==> src/rtl/pbs_pkg.sv <==
// Shared types and constants for the PBS battle datapath.
// The optional critical-hit logic is enabled by defining PBS_CRIT_EN.
package pbs_pkg;

  typedef logic [1:0] move_idx_t;

  localparam logic PLAYER = 1'b0;
  localparam logic AI     = 1'b1;

  localparam int unsigned POWER_0 = 10;
  localparam int unsigned POWER_1 = 20;
  localparam int unsigned POWER_2 = 30;
  localparam int unsigned POWER_3 = 40;

  typedef enum logic [1:0] {
    IDLE  = 2'd0,
    DRAIN = 2'd1,
    DONE  = 2'd2
  } drain_state_e;

  localparam logic [7:0] LFSR_SEED = 8'hA5;

  // Fibonacci LFSR with taps 8,6,5,4 (bits 7,5,4,3), shifting toward the MSB.
  function automatic logic [7:0] lfsr_next(input logic [7:0] v);
    return {v[6:0], v[7] ^ v[5] ^ v[4] ^ v[3]};
  endfunction

endpackage

==> src/rtl/pbs_move_rom.sv <==
// Move index to attack power lookup; kept separate so the move set can change alone.
module pbs_move_rom
  import pbs_pkg::*;
#(
  parameter int HP_W = 8
) (
  input  move_idx_t        i_idx,
  output logic [HP_W-1:0]  o_power
);

  always_comb begin
    o_power = HP_W'(POWER_0);
    case (i_idx)
      2'd0: o_power = HP_W'(POWER_0);
      2'd1: o_power = HP_W'(POWER_1);
      2'd2: o_power = HP_W'(POWER_2);
      2'd3: o_power = HP_W'(POWER_3);
      default: o_power = HP_W'(POWER_0);
    endcase
  end

endmodule

==> src/rtl/pbs_battle_datapath.sv <==
// Battle datapath: move registers, both HP values and a one-point-per-tick HP drain.
// Define PBS_CRIT_EN to add LFSR-driven critical hits that double the damage.
module pbs_battle_datapath
  import pbs_pkg::*;
#(
  parameter int HP_W      = 8,
  parameter int MAX_HP    = 100,
  parameter int DRAIN_DIV = 1
) (
  input  logic              clk,
  input  logic              reset,
  input  logic              ld_move,
  input  logic              active_trainer,
  input  logic [1:0]        move_sel,
  input  logic              apply_damage,
  input  logic              target,
  output logic [HP_W-1:0]   p_hp,
  output logic [HP_W-1:0]   ai_hp,
  output logic              busy,
  output logic              dmg_done,
  output logic              hp_is_zero,
  output logic              crit_flag,
  output drain_state_e      dbg_state
);

  localparam int DIV_W = (DRAIN_DIV > 1) ? $clog2(DRAIN_DIV) : 1;

  drain_state_e      r_state, w_next_state;
  move_idx_t         r_p_move, r_ai_move;
  logic [HP_W-1:0]   r_p_hp, r_ai_hp, r_rem;
  logic [DIV_W-1:0]  r_div_cnt;
  logic              r_tgt, r_apply_q;

  logic [HP_W-1:0]   w_power, w_rem_init, w_tgt_hp;
  logic              w_start, w_tick, w_stop_now, w_last;

  // The attacker is the trainer that is not the target.
  pbs_move_rom #(.HP_W(HP_W)) u_rom (
    .i_idx   (target ? r_p_move : r_ai_move),
    .o_power (w_power)
  );

  assign w_start    = apply_damage & ~r_apply_q & (r_state == IDLE);
  assign w_tgt_hp   = r_tgt ? r_ai_hp : r_p_hp;
  assign w_tick     = (r_div_cnt == DIV_W'(DRAIN_DIV - 1));
  assign w_stop_now = (r_rem == '0) || (w_tgt_hp == '0);
  assign w_last     = w_tick && ((r_rem == HP_W'(1)) || (w_tgt_hp == HP_W'(1)));

`ifdef PBS_CRIT_EN
  logic [7:0]  r_lfsr;
  logic        r_crit, w_crit;
  logic [HP_W:0] w_dbl;

  always_ff @(posedge clk) begin
    if (reset) begin
      r_lfsr <= LFSR_SEED;
      r_crit <= 1'b0;
    end else begin
      r_lfsr <= lfsr_next(r_lfsr);
      if (w_start) r_crit <= w_crit;
    end
  end

  assign w_crit     = (r_lfsr[3:0] == 4'h0);
  assign w_dbl      = {w_power, 1'b0};
  assign w_rem_init = !w_crit ? w_power : (w_dbl[HP_W] ? '1 : w_dbl[HP_W-1:0]);
  assign crit_flag  = r_crit;
`else
  assign w_rem_init = w_power;
  assign crit_flag  = 1'b0;
`endif

  always_ff @(posedge clk) begin
    if (reset) r_state <= IDLE;
    else       r_state <= w_next_state;
  end

  always_comb begin
    w_next_state = r_state;
    case (r_state)
      IDLE:    if (w_start) w_next_state = DRAIN;
      DRAIN:   if (w_stop_now || w_last) w_next_state = DONE;
      DONE:    w_next_state = IDLE;
      default: w_next_state = IDLE;
    endcase
  end

  always_comb begin
    busy     = (r_state == DRAIN);
    dmg_done = (r_state == DONE);
  end

  // Victim and amount are latched at start, so later input changes cannot alter a drain.
  always_ff @(posedge clk) begin
    if (reset) begin
      r_p_hp    <= HP_W'(MAX_HP);
      r_ai_hp   <= HP_W'(MAX_HP);
      r_p_move  <= '0;
      r_ai_move <= '0;
      r_rem     <= '0;
      r_tgt     <= 1'b0;
      r_apply_q <= 1'b0;
      r_div_cnt <= '0;
    end else begin
      r_apply_q <= apply_damage;
      if (ld_move) begin
        if (active_trainer == AI) r_ai_move <= move_sel;
        else                      r_p_move  <= move_sel;
      end
      if (w_start) begin
        r_tgt     <= target;
        r_rem     <= w_rem_init;
        r_div_cnt <= '0;
      end else if ((r_state == DRAIN) && !w_stop_now) begin
        if (w_tick) begin
          r_div_cnt <= '0;
          r_rem     <= r_rem - HP_W'(1);
          if (r_tgt) r_ai_hp <= r_ai_hp - HP_W'(1);
          else       r_p_hp  <= r_p_hp - HP_W'(1);
        end else begin
          r_div_cnt <= r_div_cnt + DIV_W'(1);
        end
      end
    end
  end

  assign p_hp       = r_p_hp;
  assign ai_hp      = r_ai_hp;
  assign hp_is_zero = ((target ? r_ai_hp : r_p_hp) == '0) && !busy;
  assign dbg_state  = r_state;

endmodule

==> config.mk <==
export PLATFORM = sky130hd
export DESIGN_NAME = pbs_battle_datapath
export DESIGN_NICKNAME = d
export VERILOG_FILES = /design/src/rtl/pbs_pkg.sv /design/src/rtl/pbs_move_rom.sv /design/src/rtl/pbs_battle_datapath.sv
export SDC_FILE = /design/constraint.sdc
export NUM_CORES = 1
export LEC_CHECK = 0
export CORE_ASPECT_RATIO = 1.5
export CORE_MARGIN = 2
export CORE_UTILIZATION = 45
export CTS_CLUSTER_DIAMETER = 80
export CTS_CLUSTER_SIZE = 20
export DETAILED_ROUTE_END_ITERATION = 6
export PLACE_DENSITY = 0.69
export SYNTH_ARGS = -nofsm -noshare
export SYNTH_HDL_FRONTEND = slang
export SYNTH_SLANG_ARGS = --single-unit
==> constraint.sdc <==
create_clock -name clk -period 2.2 [get_ports clk]
set_input_delay 0.55 -clock clk [delete_from_list [all_inputs] [get_ports clk]]
set_output_delay 0.55 -clock clk [all_outputs]
set_load 0.1 [all_outputs]
==> Implementation_results.wiki, run 1 <==
{| class="wikitable"
! Metric !! Value
|-
| Maximum resistive drop on vdd || 0.0005735 V
|-
| Worst endpoint required time || 1.65 ns
|-
| H-tree Lvls || 2
|-
| Synth Register Bits || 32
|-
| Commonest cells in the synthesized netlist || 32 x sky130_fd_sc_hd__dfxtp_1, 20 x sky130_fd_sc_hd__nor2_1, 13 x sky130_fd_sc_hd__nand2_1
|-
| Post-route worst hold slack || 0.4629 ns
|-
| Finish-stage setup viols || 1
|-
| Largest fanout of any net on the critical path || 2
|-
| Startpoint kind of the worst setup timing path || flip-flop
|-
| Slew of the pin with the lowest slew margin || 0.5821 ns
|-
| TritonCTS clock tree || done
|-
| Share of the synthesized area in the top cell type || 36.57%
|-
| Standard-cell rows || 27
|-
| Pin count of the biggest net entering global routing || 24
|-
| Number of synthesized flops with an enable pin || 0
|-
| Critical path class || reg -> out
|-
| Fmax achieved || 372.9 MHz
|-
| Power density over cell area || 732.4 nW/µm²
|-
| Starting density of the core || 47.14%
|-
| Placer Congestion || 0.8206
|-
| Top cells by area in the synthesized netlist || sky130_fd_sc_hd__dfxtp_1 37%, sky130_fd_sc_hd__ha_1 5.0%, sky130_fd_sc_hd__nor2_1 4.3%, sky130_fd_sc_hd__nand3_1 2.9%, sky130_fd_sc_hd__nand2_1 2.8%
|-
| CP Capture Type || primary output
|-
| Fraction of layout cells with a size suffix above 1 || 35.86%
|-
| Post-CTS setup buffer count || 0
|-
| Aggregate global-route resource usage || 23.62%
|-
| Cell type with the highest aggregate area in the netlist || sky130_fd_sc_hd__dfxtp_1
|-
| TritonCTS Buffers || 5
|-
| Number of distinct library cells after synthesis || 61
|-
| Mapped Cells || 199
|-
| Class of the tightest hold or removal check || reg -> reg
|-
| Synth-to-layout area growth || 35.71%
|-
| Count of final max-slew check failures || 0
|-
| Post-detailed-route count of antenna-violating nets || 0
|-
| Routed length per instance || 15.46 µm
|-
| Initial antenna violation count || 0
|-
| Number of buffers between clock root and the deepest sink || 2
|-
| Time the final worst path needs with I/O delays and setup || 2.682 ns
|-
| Number of optimization iterations in the first detailed-route pass || 4
|-
| Fin nets || 265
|-
| Mean post-synth cell area || 8.802 µm²
|-
| Number of inserted diodes || 0
|-
| Most frequent cell after synthesis || sky130_fd_sc_hd__dfxtp_1
|-
| Crit path max-delay family || simple AND/OR/NAND/NOR gates
|-
| Final-report hold violation count || 0
|-
| Total Wirelength || 4545 µm
|-
| Worst EP arrival || 2.13 ns
|-
| Mean number of vias per cell || 5.949
|-
| Clock Skews || 0.009699 ns
|-
| Die Footprint || 4418 µm²
|-
| Count of vias placed by the detailed router || 1749
|-
| Post-CTS Hold Buffers || 0
|-
| Post-synthesis net count || 214
|-
| Overall overflow remaining after global route || 0
|-
| Share of the yosys chip area belonging to registers || 36.57%
|-
| Most repeated library cell on the critical path || sky130_fd_sc_hd__or4_4
|-
| First-pass GRT wire length || 7631 µm
|-
| Count of buffering cells on the critical path with inverters included || 1
|-
| RSZ-0062 raised after global routing || yes
|-
| Vias in the first global route || 1687
|-
| Clock sink count || 32
|-
| Commonest register cell after synthesis || sky130_fd_sc_hd__dfxtp_1
|-
| Number of buffers added on ports || 28
|-
| Syn Std Cell Area || 1752 µm²
|-
| Die Wd || 54.94 µm
|-
| Number of warnings printed during yosys synthesis || 0
|-
| CTS Root Buffer Type || sky130_fd_sc_hd__clkbuf_8
|-
| Share of async-settable or async-resettable flops after synthesis || 0%
|-
| Register clock-pin slew on the reported worst setup and hold paths || 0.07 ns
|-
| HPWL after detailed placement || 3477 µm
|-
| Worst slack after detailed placement || -0.2408 ns
|-
| Final cell area excluding filler cells || 2377 µm²
|-
| Vertical die dimension || 80.41 µm
|-
| Count of unresolved DRC violations after routing || 0
|-
| Starting DRC count in detailed routing || 42
|-
| Core Region || 3716 µm²
|-
| Cell Area, Placed || 2256 µm²
|-
| Final setup margin || -0.4819 ns
|-
| Clk Latency, worst-skew pair || 0.29 ns
|-
| Number of top-level pins || 30
|-
| Max-capacitance violation count || 0
|-
| Slew HR || 60.89%
|-
| Flop-to-flop setup slack || 0.12 ns
|-
| Series of cell instances along the critical path || or4_4, or4_4, nor3_4, a31oi_2, nor2_4, buf_12
|-
| Portion of the clock cycle consumed by the worst path in the final layout || 121.9%
|-
| Critical path's slowest cell || sky130_fd_sc_hd__or4_4
|-
| Pleak || 0.0009516 µW
|-
| Violations in the final reports || negative setup slack
|-
| Crit path largest cell delay || 0.53 ns
|-
| Run status || finished, violations left
|}
==> cells by family after synthesis <==
family                   count (synthesis)  synth area share, %
AO/OA/AOI/OAI                           49                21.93
XOR/XNOR                                 2                1.000
adder cells (fa/ha/maj)                  7                5.000
buffers and inverters                   18                4.500
flip-flops                              32                36.57
multiplexers                             5                2.929
other                                    1               0.2141
AND/OR/NAND/NOR                         85                27.86
==> worst reg2reg max path, delay by kind of cell (launching register included) <==
| family | cells | cell delay (ns) |
|---|---|---|
| buffers and inverters | 1 | 0.14 |
| AO/OA/AOI/OAI | 3 | 0.81 |
| AND/OR/NAND/NOR | 2 | 0.68 |
| flip-flops | 1 | 0.34 |
==> final timing paths <==
path                                                 from                         to  cells past startpoint
worst max-delay path                 p_hp[5]$_SDFFE_PP1P_                 hp_is_zero                      6
worst min-delay path            r_ai_move[1]$_SDFFE_PP0P_  r_ai_move[1]$_SDFFE_PP0P_                      2
worst max register to register       p_hp[4]$_SDFFE_PP0P_      r_rem[3]$_SDFFE_PP0P_                      6
worst min register to register  r_ai_move[1]$_SDFFE_PP0P_  r_ai_move[1]$_SDFFE_PP0P_                      2
==> per-layer routing <==
layer | global-route usage, % | vias to the layer above | part of all wire (%)
met5 | 0 | - | 0
met4 | 9.756 | 0 | 2.3
met3 | 4.461 | 9 | 4.4
met2 | 41.55 | 56 | 55
met1 | 26.50 | 827 | 38
li1 | - | 857 | -
==> placed cells by master, fill, tap and decap left out, types with 5 or more instances in the layout <==
| master | netlist | layout |
|---|---|---|
| sky130_fd_sc_hd__dfxtp_2 | 0 | 13 |
| sky130_fd_sc_hd__nor2_1 | 20 | 18 |
| sky130_fd_sc_hd__ha_1 | 7 | 7 |
| sky130_fd_sc_hd__nor3_1 | 7 | 6 |
| sky130_fd_sc_hd__dfxtp_1 | 32 | 16 |
| sky130_fd_sc_hd__a211oi_1 | 5 | 5 |
| sky130_fd_sc_hd__nand2_1 | 13 | 13 |
| sky130_fd_sc_hd__buf_4 | 1 | 39 |
| sky130_fd_sc_hd__a21oi_1 | 5 | 5 |
| sky130_fd_sc_hd__o21ai_0 | 8 | 8 |
| sky130_fd_sc_hd__nand3_1 | 10 | 10 |
| sky130_fd_sc_hd__inv_1 | 12 | 12 |
| sky130_fd_sc_hd__clkbuf_8 | 0 | 5 |
| sky130_fd_sc_hd__clkdlybuf4s50_1 | 0 | 7 |
==> where the power goes <==
part	switching, µW	total (µW)	leakage, µW	internal [µW]
sequential	54.4	679	0.000264	625
clock	225	439	0.0000453	215
combinational	397	623	0.000643	226
==> flip-flops by register name, summed over array words and instances (netlist names) <==
name / flops
ai_hp: 8
dbg_state: 2
p_hp: 8
r_ai_move: 2
r_apply_q: 1
r_p_move: 2
r_rem: 8
r_tgt: 1
==> per-stage QoR <==
| stage | instances | util (%) | power (µW) | TNS, ns |
|---|---|---|---|---|
| 6_report | 294 | 63.97 | 1741 | -0.4819 |
| 5_1_grt | 294 | 63.97 | 1832 | -0.5523 |
| 4_1_cts | 294 | 63.33 | 1746 | -0.4829 |
| 3_5_place_dp | 286 | 60.71 | 1303 | -0.3476 |
| 3_3_place_gp | 286 | 60.71 | 1281 | -0.2206 |
| 2_1_floorplan | 199 | - | 1100 | -0.5080 |
==> cell type report <==
class,instances,area [µm²]
clock buffers,5,68.82
clock inverters,3,13.76
fillers,336,1339
inverters,12,45.04
multi-input cells,149,1085
flip-flops and latches,32,668.1
well taps,43,53.80
repair buffers,50,442.9
==> what timing repair did <==
item | in CTS | in global routing
setup endpoints to repair | 1 | 2
pin swaps | 1 | 0
gates resized for setup | 3 | 4
No activity file was read; power rests on OpenSTA's default activity.
==> inputs of run 2 (changes only) <==
==> constraint.sdc (replaced) <==
create_clock -name clk -period 3.14 [get_ports clk]
set_input_delay 0.785 -clock clk [delete_from_list [all_inputs] [get_ports clk]]
set_output_delay 0.785 -clock clk [all_outputs]
set_load 0.1 [all_outputs]
==> run 2 against run 1 <==
Effect of this change:
- the flow now finishes without violations
- total power down 33%
- routed wire length is 10% lower
- hold slack lost 0.0069 ns
- count of clock-buffer cells in the layout grew 3
- combinational power decreased by 42%
- clock power decreased by 27%
- utilization shrank 6.3 points
- via count down 6.9%
- non-clock buffer count down 19
- register-to-register slack gained 0.75 ns
- final area is 9.8% lower
- sequential share of layout area rose by 2.0 points
- largest cell class unchanged
==> Implementation_results.wiki, run 2 (synthesis gave the netlist of run 1 again) <==
{| class="wikitable"
! Metric !! Value
|-
| Fraction of layout cells with a size suffix above 1 || 22.41% (-13 points)
|-
| Maximum resistive drop on vdd || 0.0003601 V (-37%)
|-
| Number of buffers added on ports || 28 (unchanged)
|-
| Slew HR || 54.57% (-6.3 points)
|-
| Starting density of the core || 47.14% (unchanged)
|-
| Placer Congestion || 0.8062 (-1.8%)
|-
| Series of cell instances along the critical path || or4_1, or4_1, nor3_2, a31oi_1, nor2_4, buf_12
|-
| RSZ-0062 raised after global routing || no
|-
| Post-layout util || 57.68% (-6.3 points)
|-
| Final setup margin || 0.1232 ns (+0.6051 ns)
|-
| Routed length per instance || 14.87 µm (-3.8%)
|-
| Worst EP arrival || 2.23 ns (+0.10 ns)
|-
| Clock Skews || 0.005010 ns (-0.004689 ns)
|-
| Count of final max-slew check failures || 0 (unchanged)
|-
| Count of vias placed by the detailed router || 1629 (-6.9%)
|-
| Time the final worst path needs with I/O delays and setup || 3.017 ns
|-
| Clk Latency, worst-skew pair || 0.28 ns (about the same)
|-
| Count of buffering cells on the critical path with inverters included || 1 (unchanged)
|-
| Number of top-level pins || 30 (unchanged)
|-
| Crit path max-delay family || simple AND/OR/NAND/NOR gates
|-
| Synth-to-layout area growth || 22.36%
|-
| Finish-stage setup viols || 0 (-1)
|-
| Worst slack after detailed placement || 0.3388 ns (+0.5796 ns)
|-
| Initial antenna violation count || 0 (unchanged)
|-
| Non-filler cells, final || 275 (-6.5%)
|-
| Die Wd || 54.94 µm (unchanged)
|-
| Post-detailed-route count of antenna-violating nets || 0 (unchanged)
|-
| Aggregate global-route resource usage || 20.74% (-2.9 points)
|-
| Number of buffers between clock root and the deepest sink || 2 (unchanged)
|-
| Total Wirelength || 4088 µm (-10%)
|-
| Post-CTS setup buffer count || 0 (unchanged)
|-
| Pin count of the biggest net entering global routing || 24 (unchanged)
|-
| Pleak || 0.0008425 µW (-11%)
|-
| Number of logic stages on the critical path including buffering || 6 (unchanged)
|-
| Critical path class || reg -> out
|-
| Slew of the pin with the lowest slew margin || 0.6743 ns (+0.09220 ns)
|-
| Footprint of the multi-input gates || 1047 µm² (-3.5%)
|-
| Core Region || 3716 µm² (unchanged)
|-
| CTS Root Buffer Type || sky130_fd_sc_hd__clkbuf_8
|-
| CP Capture Type || primary output
|-
| Largest fanout of any net on the critical path || 5 (+3)
|-
| Count of cells along the worst register-to-register path || 5 (-1)
|-
| Power density over cell area || 544.8 nW/µm² (-26%)
|-
| Number of gates resized after CTS || 0 (-3)
|-
| Number of placed cells counting well taps || 267 (-6.6%)
|-
| Run status || completed
|-
| Fmax achieved || 331.5 MHz
|-
| HPWL after detailed placement || 3055 µm (-12%)
|-
| Portion of the clock cycle consumed by the worst path in the final layout || 96.08%
|-
| Startpoint kind of the worst setup timing path || flip-flop
|-
| Power, Total || 1168 µW (-33%)
|-
| Fill count || 343 (+2.1%)
|-
| H-tree Lvls || 2 (unchanged)
|-
| Vias in the first global route || 1529 (-9.4%)
|-
| TritonCTS clock tree || done
|-
| Starting DRC count in detailed routing || 39 (-7.1%)
|-
| Max-capacitance violation count || 0 (unchanged)
|-
| Critical path's slowest cell || sky130_fd_sc_hd__or4_1
|-
| Overall overflow remaining after global route || 0 (unchanged)
|-
| First-pass GRT wire length || 6803 µm (-11%)
|-
| Final-report hold violation count || 0 (unchanged)
|-
| Vertical die dimension || 80.41 µm (unchanged)
|-
| Number of optimization iterations in the first detailed-route pass || 4 (unchanged)
|-
| Leading cell type in the layout, fill and taps excluded || sky130_fd_sc_hd__dfxtp_1
|-
| Fin nets || 246 (-7.2%)
|-
| Class of the tightest hold or removal check || reg -> reg
|-
| Worst endpoint required time || 2.35 ns (+0.70 ns)
|-
| Highest-count cells in the layout ignoring fill and taps || 29 x sky130_fd_sc_hd__dfxtp_1, 23 x sky130_fd_sc_hd__buf_4, 19 x sky130_fd_sc_hd__nor2_1
|-
| Crit path largest cell delay || 0.56 ns (+0.03 ns)
|-
| Mean number of vias per cell || 5.924 (-0.43%)
|-
| Count of unresolved DRC violations after routing || 0 (unchanged)
|-
| Register Area || 644.4 µm² (-3.6%)
|-
| Clock sink count || 32 (unchanged)
|-
| Cell depth of the worst hold path || 2 (unchanged)
|-
| Die Footprint || 4418 µm² (unchanged)
|-
| Register clock-pin slew on the reported worst setup and hold paths || 0.07 ns (about the same)
|-
| Most repeated library cell on the critical path || sky130_fd_sc_hd__or4_1
|-
| Post-CTS Hold Buffers || 0 (unchanged)
|-
| TritonCTS Buffers || 5 (unchanged)
|-
| Standard-cell rows || 27 (unchanged)
|-
| Number of inserted diodes || 0 (unchanged)
|}
run 2: worst min-delay path, stage by stage, from the launching register on:
cell and delay [ns]:
sky130_fd_sc_hd__dfxtp_1 0.31, sky130_fd_sc_hd__nand2_1 0.05, sky130_fd_sc_hd__a21oi_1 0.05
run 2: final timing paths:
| check | startpoint | end | slack (ns) |
|---|---|---|---|
| worst max-delay path | p_hp[3]$_SDFFE_PP0P_ | hp_is_zero | 0.12 |
| worst min-delay path | r_ai_move[0]$_SDFFE_PP0P_ | r_ai_move[0]$_SDFFE_PP0P_ | 0.46 |
| worst max register to register | r_tgt$_SDFFE_PP0P_ | dbg_state[0]$_SDFFE_PP0P_ | 0.87 |
| worst min register to register | r_ai_move[0]$_SDFFE_PP0P_ | r_ai_move[0]$_SDFFE_PP0P_ | 0.46 |
run 2: per-stage QoR:
stage / setup TNS (ns) / area (µm²) / hold WS, ns
after global routing: 0 / 2143 / 0.4764
after detailed placement: 0 / 2048 / 0.4494
after CTS: 0 / 2138 / 0.4582
after global placement: 0 / 2048 / 0.4449
final: 0 / 2143 / 0.4560
after floorplan: -0.04380 / 1765 / 0.4338
run 2: where the power goes:
group          switching [µW]  total (µW)  internal (µW)
clock network             144         322            179
registers                44.6         483            438
logic                     252         363            110
total                     440        1170            727
run 2: layer usage:
layer / global-route usage [%] / vias up / part of all wire, % / wire, µm
li1: - / 814 / - / -
met1: 22.33 / 785 / 38 / 1567
met2: 37.38 / 22 / 57 / 2325
met3: 3.532 / 8 / 2.6 / 108
met4: 9.268 / 0 / 2.1 / 87
met5: 0 / - / 0 / 0
run 2: final cells by class:
class | instances | area share, %
flip-flops and latches | 32 | 30.06
well taps | 43 | 2.510
clock buffers | 8 | 4.203
multi-input cells | 149 | 48.86
inverters | 12 | 2.102
repair buffers | 31 | 12.26
